===== src/rtl/neuron_pkg.sv =====
// neuron_pkg
// Shared definitions for the time-multiplexed neuron layer:
//   - default fixed-point format (Q8.12, 20-bit two's complement)
//   - FSM state encoding
//   - round-half-up / saturate helper used by the MAC output stage
// Optional feature macro used by the files importing this package: NEURON_RELU_EN.
package neuron_pkg;

    localparam int DATA_W_DEF = 20;
    localparam int FRAC_W_DEF = 12;

    // 1.0 in the default Q8.12 format
    localparam logic [DATA_W_DEF-1:0] ONE = 20'h01000;

    // Helper arithmetic runs at a fixed 64-bit width; the accumulator plus the
    // shifted bias must fit in this, which holds up to DATA_W of about 30.
    localparam int CALC_W = 64;

    typedef enum logic [1:0] {
        ST_IDLE = 2'd0,
        ST_MAC  = 2'd1,
        ST_BIAS = 2'd2,
        ST_DONE = 2'd3
    } state_e;

    // Round half up at bit frac_w, then clamp to a data_w-bit signed range.
    function automatic logic signed [CALC_W-1:0] round_sat(
        input logic signed [CALC_W-1:0] val,
        input int                       frac_w,
        input int                       data_w
    );
        logic signed [CALC_W-1:0] r;
        logic signed [CALC_W-1:0] hi;
        logic signed [CALC_W-1:0] lo;
        r  = (val + (64'sd1 <<< (frac_w - 1))) >>> frac_w;
        hi = (64'sd1 <<< (data_w - 1)) - 64'sd1;
        lo = -(64'sd1 <<< (data_w - 1));
        if (r > hi)
            r = hi;
        else if (r < lo)
            r = lo;
        return r;
    endfunction

endpackage


===== src/rtl/neuron_mac.sv =====
// neuron_mac
// Signed multiply-accumulate with synchronous clear and enable, plus a
// combinational output stage: acc + (bias <<< FRAC_W), rounded half up,
// shifted down by FRAC_W and saturated to DATA_W bits.
// Macro: NEURON_RELU_EN defined -> negative saturated results forced to 0.
// Ports:
//   clk, rst_n   clock / async active-low reset
//   clr          zero the accumulator (priority over en)
//   en           acc += a*b
//   a, b         signed operands
//   bias         signed bias for the output stage
//   result       rounded, saturated (optionally rectified) output
module neuron_mac
    import neuron_pkg::*;
#(
    parameter int DATA_W = DATA_W_DEF,
    parameter int FRAC_W = FRAC_W_DEF,
    parameter int ACC_W  = 2*DATA_W_DEF + 2
) (
    input  logic                     clk,
    input  logic                     rst_n,
    input  logic                     clr,
    input  logic                     en,
    input  logic signed [DATA_W-1:0] a,
    input  logic signed [DATA_W-1:0] b,
    input  logic signed [DATA_W-1:0] bias,
    output logic signed [DATA_W-1:0] result
);

    logic signed [2*DATA_W-1:0] prod;
    logic signed [ACC_W-1:0]    prod_x;
    logic signed [ACC_W-1:0]    acc;
    logic signed [CALC_W-1:0]   acc_x;
    logic signed [CALC_W-1:0]   bias_x;
    logic signed [DATA_W-1:0]   sat_q;

    assign prod   = a * b;
    assign prod_x = $signed({{(ACC_W-2*DATA_W){prod[2*DATA_W-1]}}, prod});

    always_ff @(posedge clk or negedge rst_n) begin
        if (!rst_n)
            acc <= '0;
        else if (clr)
            acc <= '0;
        else if (en)
            acc <= acc + prod_x;
    end

    assign acc_x  = $signed({{(CALC_W-ACC_W){acc[ACC_W-1]}}, acc});
    assign bias_x = $signed({{(CALC_W-DATA_W){bias[DATA_W-1]}}, bias});
    assign sat_q  = DATA_W'(round_sat(acc_x + (bias_x <<< FRAC_W), FRAC_W, DATA_W));

`ifdef NEURON_RELU_EN
    assign result = sat_q[DATA_W-1] ? '0 : sat_q;
`else
    assign result = sat_q;
`endif

endmodule


===== src/rtl/neuron_layer_seq.sv =====
// neuron_layer_seq
// Fully-connected layer, N_IN signed activations in, N_OUT out, computed
// one product per cycle on a single shared MAC. Weights and biases live in a
// small register file written through the cfg port while the layer is idle.
// Macro: NEURON_RELU_EN (see neuron_mac) selects ReLU on the outputs.
// Ports:
//   clk, rst_n                  clock / async active-low reset
//   in_valid, in_ready, in_data input vector handshake, element i at [i*DATA_W +: DATA_W]
//   out_valid, out_ready, out_data result vector handshake, neuron o at [o*DATA_W +: DATA_W]
//   cfg_we, cfg_addr, cfg_wdata  register write: addr o*N_IN+i -> weight, N_OUT*N_IN+o -> bias
//   cfg_ready                   high only when idle; writes while busy are dropped
//
// state | meaning
// IDLE  | waiting for an input vector, cfg writes accepted
// MAC   | accumulating in[i]*w[o*N_IN+i] for neuron o, one i per cycle
// BIAS  | add bias, round, saturate, store out slot o, clear accumulator
// DONE  | result vector presented until out_ready
module neuron_layer_seq
    import neuron_pkg::*;
#(
    parameter int DATA_W = DATA_W_DEF,
    parameter int FRAC_W = FRAC_W_DEF,
    parameter int N_IN   = 2,
    parameter int N_OUT  = 9
) (
    input  logic                              clk,
    input  logic                              rst_n,
    input  logic                              in_valid,
    output logic                              in_ready,
    input  logic [N_IN*DATA_W-1:0]            in_data,
    output logic                              out_valid,
    input  logic                              out_ready,
    output logic [N_OUT*DATA_W-1:0]           out_data,
    input  logic                              cfg_we,
    input  logic [$clog2(N_OUT*(N_IN+1))-1:0] cfg_addr,
    input  logic [DATA_W-1:0]                 cfg_wdata,
    output logic                              cfg_ready
);

    localparam int ACC_W  = 2*DATA_W + $clog2(N_IN) + 1;
    localparam int N_CFG  = N_OUT*(N_IN+1);
    localparam int CFG_AW = $clog2(N_CFG);
    localparam int IW     = (N_IN  > 1) ? $clog2(N_IN)  : 1;
    localparam int OW     = (N_OUT > 1) ? $clog2(N_OUT) : 1;

    localparam logic [1:0] IDLE = ST_IDLE;
    localparam logic [1:0] MAC  = ST_MAC;
    localparam logic [1:0] BIAS = ST_BIAS;
    localparam logic [1:0] DONE = ST_DONE;

    logic [1:0]              state;
    logic [IW-1:0]           i_idx;
    logic [OW-1:0]           o_idx;
    logic [N_IN*DATA_W-1:0]  in_reg;
    logic [N_OUT*DATA_W-1:0] out_reg;
    logic [DATA_W-1:0]       cfg_mem [N_CFG];
    logic [CFG_AW-1:0]       w_addr;
    logic [CFG_AW-1:0]       b_addr;
    logic signed [DATA_W-1:0] mac_result;

    assign in_ready  = (state == IDLE);
    assign cfg_ready = (state == IDLE);
    assign out_valid = (state == DONE);
    assign out_data  = out_reg;

    always_ff @(posedge clk or negedge rst_n) begin
        if (!rst_n) begin
            for (int k = 0; k < N_CFG; k++)
                cfg_mem[k] <= '0;
        end else if (cfg_we && (state == IDLE) && (32'(cfg_addr) < N_CFG)) begin
            cfg_mem[cfg_addr] <= cfg_wdata;
        end
    end

    assign w_addr = CFG_AW'(o_idx) * CFG_AW'(N_IN) + CFG_AW'(i_idx);
    assign b_addr = CFG_AW'(N_OUT*N_IN) + CFG_AW'(o_idx);

    always_ff @(posedge clk or negedge rst_n) begin
        if (!rst_n) begin
            state   <= IDLE;
            i_idx   <= '0;
            o_idx   <= '0;
            in_reg  <= '0;
            out_reg <= '0;
        end else begin
            case (state)
                IDLE: begin
                    if (in_valid) begin
                        in_reg <= in_data;
                        i_idx  <= '0;
                        o_idx  <= '0;
                        state  <= MAC;
                    end
                end
                MAC: begin
                    if (i_idx == IW'(N_IN-1)) begin
                        i_idx <= '0;
                        state <= BIAS;
                    end else begin
                        i_idx <= i_idx + 1'b1;
                    end
                end
                BIAS: begin
                    out_reg[o_idx*DATA_W +: DATA_W] <= mac_result;
                    if (o_idx == OW'(N_OUT-1)) begin
                        state <= DONE;
                    end else begin
                        o_idx <= o_idx + 1'b1;
                        state <= MAC;
                    end
                end
                DONE: begin
                    if (out_ready)
                        state <= IDLE;
                end
                default: state <= IDLE;
            endcase
        end
    end

    // Accumulator is cleared while idle and in every BIAS cycle, so each
    // neuron starts its MAC run from zero.
    neuron_mac #(
        .DATA_W (DATA_W),
        .FRAC_W (FRAC_W),
        .ACC_W  (ACC_W)
    ) u_mac (
        .clk    (clk),
        .rst_n  (rst_n),
        .clr    ((state == IDLE) || (state == BIAS)),
        .en     (state == MAC),
        .a      ($signed(in_reg[i_idx*DATA_W +: DATA_W])),
        .b      ($signed(cfg_mem[w_addr])),
        .bias   ($signed(cfg_mem[b_addr])),
        .result (mac_result)
    );

endmodule


===== config.mk =====
export PLATFORM = sky130hd
export DESIGN_NAME = neuron_layer_seq
export DESIGN_NICKNAME = d
export VERILOG_FILES = /design/src/rtl/neuron_pkg.sv /design/src/rtl/neuron_mac.sv /design/src/rtl/neuron_layer_seq.sv
export SDC_FILE = /design/constraint.sdc
export NUM_CORES = 2
export LEC_CHECK = 0
export CORE_MARGIN = 3
export CORE_UTILIZATION = 62
export CTS_CLUSTER_DIAMETER = 30
export CTS_CLUSTER_SIZE = 30
export DETAILED_ROUTE_END_ITERATION = 8
export PLACE_DENSITY = 0.81
export SLEW_MARGIN = 10
export SYNTH_ARGS = -nofsm -noshare
export SYNTH_HDL_FRONTEND = slang
export SYNTH_SLANG_ARGS = --single-unit

===== constraint.sdc =====
create_clock -name clk -period 23.2 [get_ports clk]
set_input_delay 2.32 -clock clk [delete_from_list [all_inputs] [get_ports clk]]
set_output_delay 2.32 -clock clk [all_outputs]
set_load 0.02 [all_outputs]

==> qor.yml <==
ant_nets: 0
grt_max_degree: 192
cts.path.max_buffers: 3
yosys-top-cells-area: "dfrtp_1 34%, fa_1 16%, mux2_2 13%"
synth_edf_count: 0
vias: 45900
vias_per_cell: 6.50
nFillCells: 6145
cp_slowest_cell: "dfrtp_4"
die_area_sq_mm: 0.101
clk_latency_ns: 0.77
grt_use_met3_pct: 10.1
overflow: 0
start_util_pct: 63.0
min_path_type: "reg2reg"
cts_tree: "done"
routabilityCongestion: 0.988
drive_above_1_share_pct: 24.6
area_delta_synth_final_pct: 16.4
dp_hpwl_microns: 124000
syn_area_per_cell_sq_um: 11.1
max_cap_violations: 0
ys_seq_area_share_pct: 33.6
syn_area_sq_mm: 0.0603
fp.dieW_microns: 318
tightestPinTransition_ns: 1.30
synth_fp_nets: 6171
slew_headroom_pct: 13.1
crit_type: "reg2reg"
gr-usage-met1_pct: 46.3
ys_types: 101
synth-async-reset-ratio_pct: 100
synth_top_area_share_pct: 33.6
grt_usage_pct: 37.4
top_register: "cfg_mem"
max_freq_mhz: 82.7
top_usage_layer: "met2"
finalSetupTns_ns: 0
cp_slowest_stage_delay_ns: 1.01
antenna_found_initial: 11
crit_top_cell: "fa_1"
cts_max_level: 4
ios: 253
layout.nets: 6370
cp-start-kind: "flop"
holdBufCountCts: 0
met2_usage_pct: 58.5
synthTopCellsByCount: "809 x dfrtp_1, 725 x inv_1, 717 x mux2_2, 500 x nand2_1, 487 x fa_1"
synth_cells: 5444
end_kind: "flop"
numCtsBuffers: 171
cp.required_ns: 23.77
die_h_microns: 318
worst-path-buf-inv: 6
path_max_fanout: 62
io_buffers: 252
rows: 113
fin_skew_ns: 0.0778
outcome: "finished, final reports clean"
crit_family: "adder cells"
grt_pass1_wl_microns: 291000
cts_resized: 0
largest_reg_flops: 540
cts_setup_buffers: 0
final-setup-viol-count: 0
final.min_clock_period_ns: 12.09
yosys_warnings: 0
ys_ff_latch: 809
yosysMostFrequentCell: "dfrtp_1"
rsz0062_at_grt: "no"
cts.sinks: 809
synth_top_cell_by_area: "dfrtp_1"
dr.pass1.iters: 9
totalWireLength_microns: 187000
cts_root_buf: "clkbuf_16"
timing.final.crit_share_pct: 52.1
clk_pin_slew_worst_paths_ns: 0.05
core_sq_mm: 0.0957
synth_ff_type: "dfrtp_1"
hold_violations: 0
detail_route.wl_per_cell_microns: 26.5
drv_slew: 0
cp.arrival_ns: 12.67
drc_errors: 0
drt_iter0_drc: 4933
grt_pass1_vias: 49200
[final timing paths]
check / startpoint / to / slack (ns) / cells past startpoint
setup / recovery: o_idx[0] / u_mac.acc[38] / 11.11 / 32
hold / removal: out_data[132] / out_data[132] / 0.49 / 1
setup reg to reg: o_idx[0] / u_mac.acc[38] / 11.11 / 32
hold reg to reg: out_data[132] / out_data[132] / 0.49 / 1
max in group asynchronous: rst_n / cfg_mem[477] / 18.29 / 4
min in group asynchronous: rst_n / out_data[90] / 1.56 / 1
[metal layers]
| metal | part of all wire (%) | wire (microns) | vias to the layer above |
|---|---|---|---|
| li1 | - | - | 19000 |
| met1 | 36 | 66900 | 23300 |
| met2 | 46 | 86900 | 2802 |
| met3 | 10 | 19500 | 834 |
| met4 | 7.3 | 13700 | 6 |
| met5 | 0.022 | 42 | - |
[kinds of logic after synthesis]
group	Yosys count	share of synthesized area, %
fa+ha+maj	657	19.7
mux	1025	22.6
simple gates	1082	7.93
flops	809	33.6
xor+xnor	77	1.12
compound gates	746	8.40
buf+inv	1048	6.68
[layout by cell type, fill, tap and decap left out, types with 169 or more instances in the layout]
cell type	n
nand2_1	490
inv_1	724
nor2_1	294
ha_1	169
fa_1	487
mux2_2	717
a21oi_1	199
mux4_2	200
dfrtp_1	803
clkbuf_16	172
clkdlybuf4s50_1	251
[metrics by stage]
step | hold WS [ns] | util [%] | instances | setup WS, ns | area, sq um
2_1_floorplan | 0.450 | - | 5444 | 13.42 | 60300
3_3_place_gp | 0.469 | 67.0 | 6734 | 11.53 | 64100
3_5_place_dp | 0.479 | 67.0 | 6734 | 11.36 | 64100
4_1_cts | 0.489 | 73.3 | 7051 | 11.20 | 70200
5_1_grt | 0.505 | 73.3 | 7055 | 10.20 | 70200
6_report | 0.486 | 73.4 | 7058 | 11.11 | 70200
[cell type report]
class	instances	area, sq um	area share [%]
multi-input combinational	3587	36300	51.7
sequential	809	20300	28.9
clock buffer	228	4800	6.84
timing repair buffer	348	3260	4.64
inverter	726	2730	3.88
tap	1265	1580	2.25
clock inverter	89	1280	1.82
antenna	6	15.0	0.0214
Power is not shown: default switching activity piles up to over one toggle a cycle in this logic, so the estimate is an artifact.
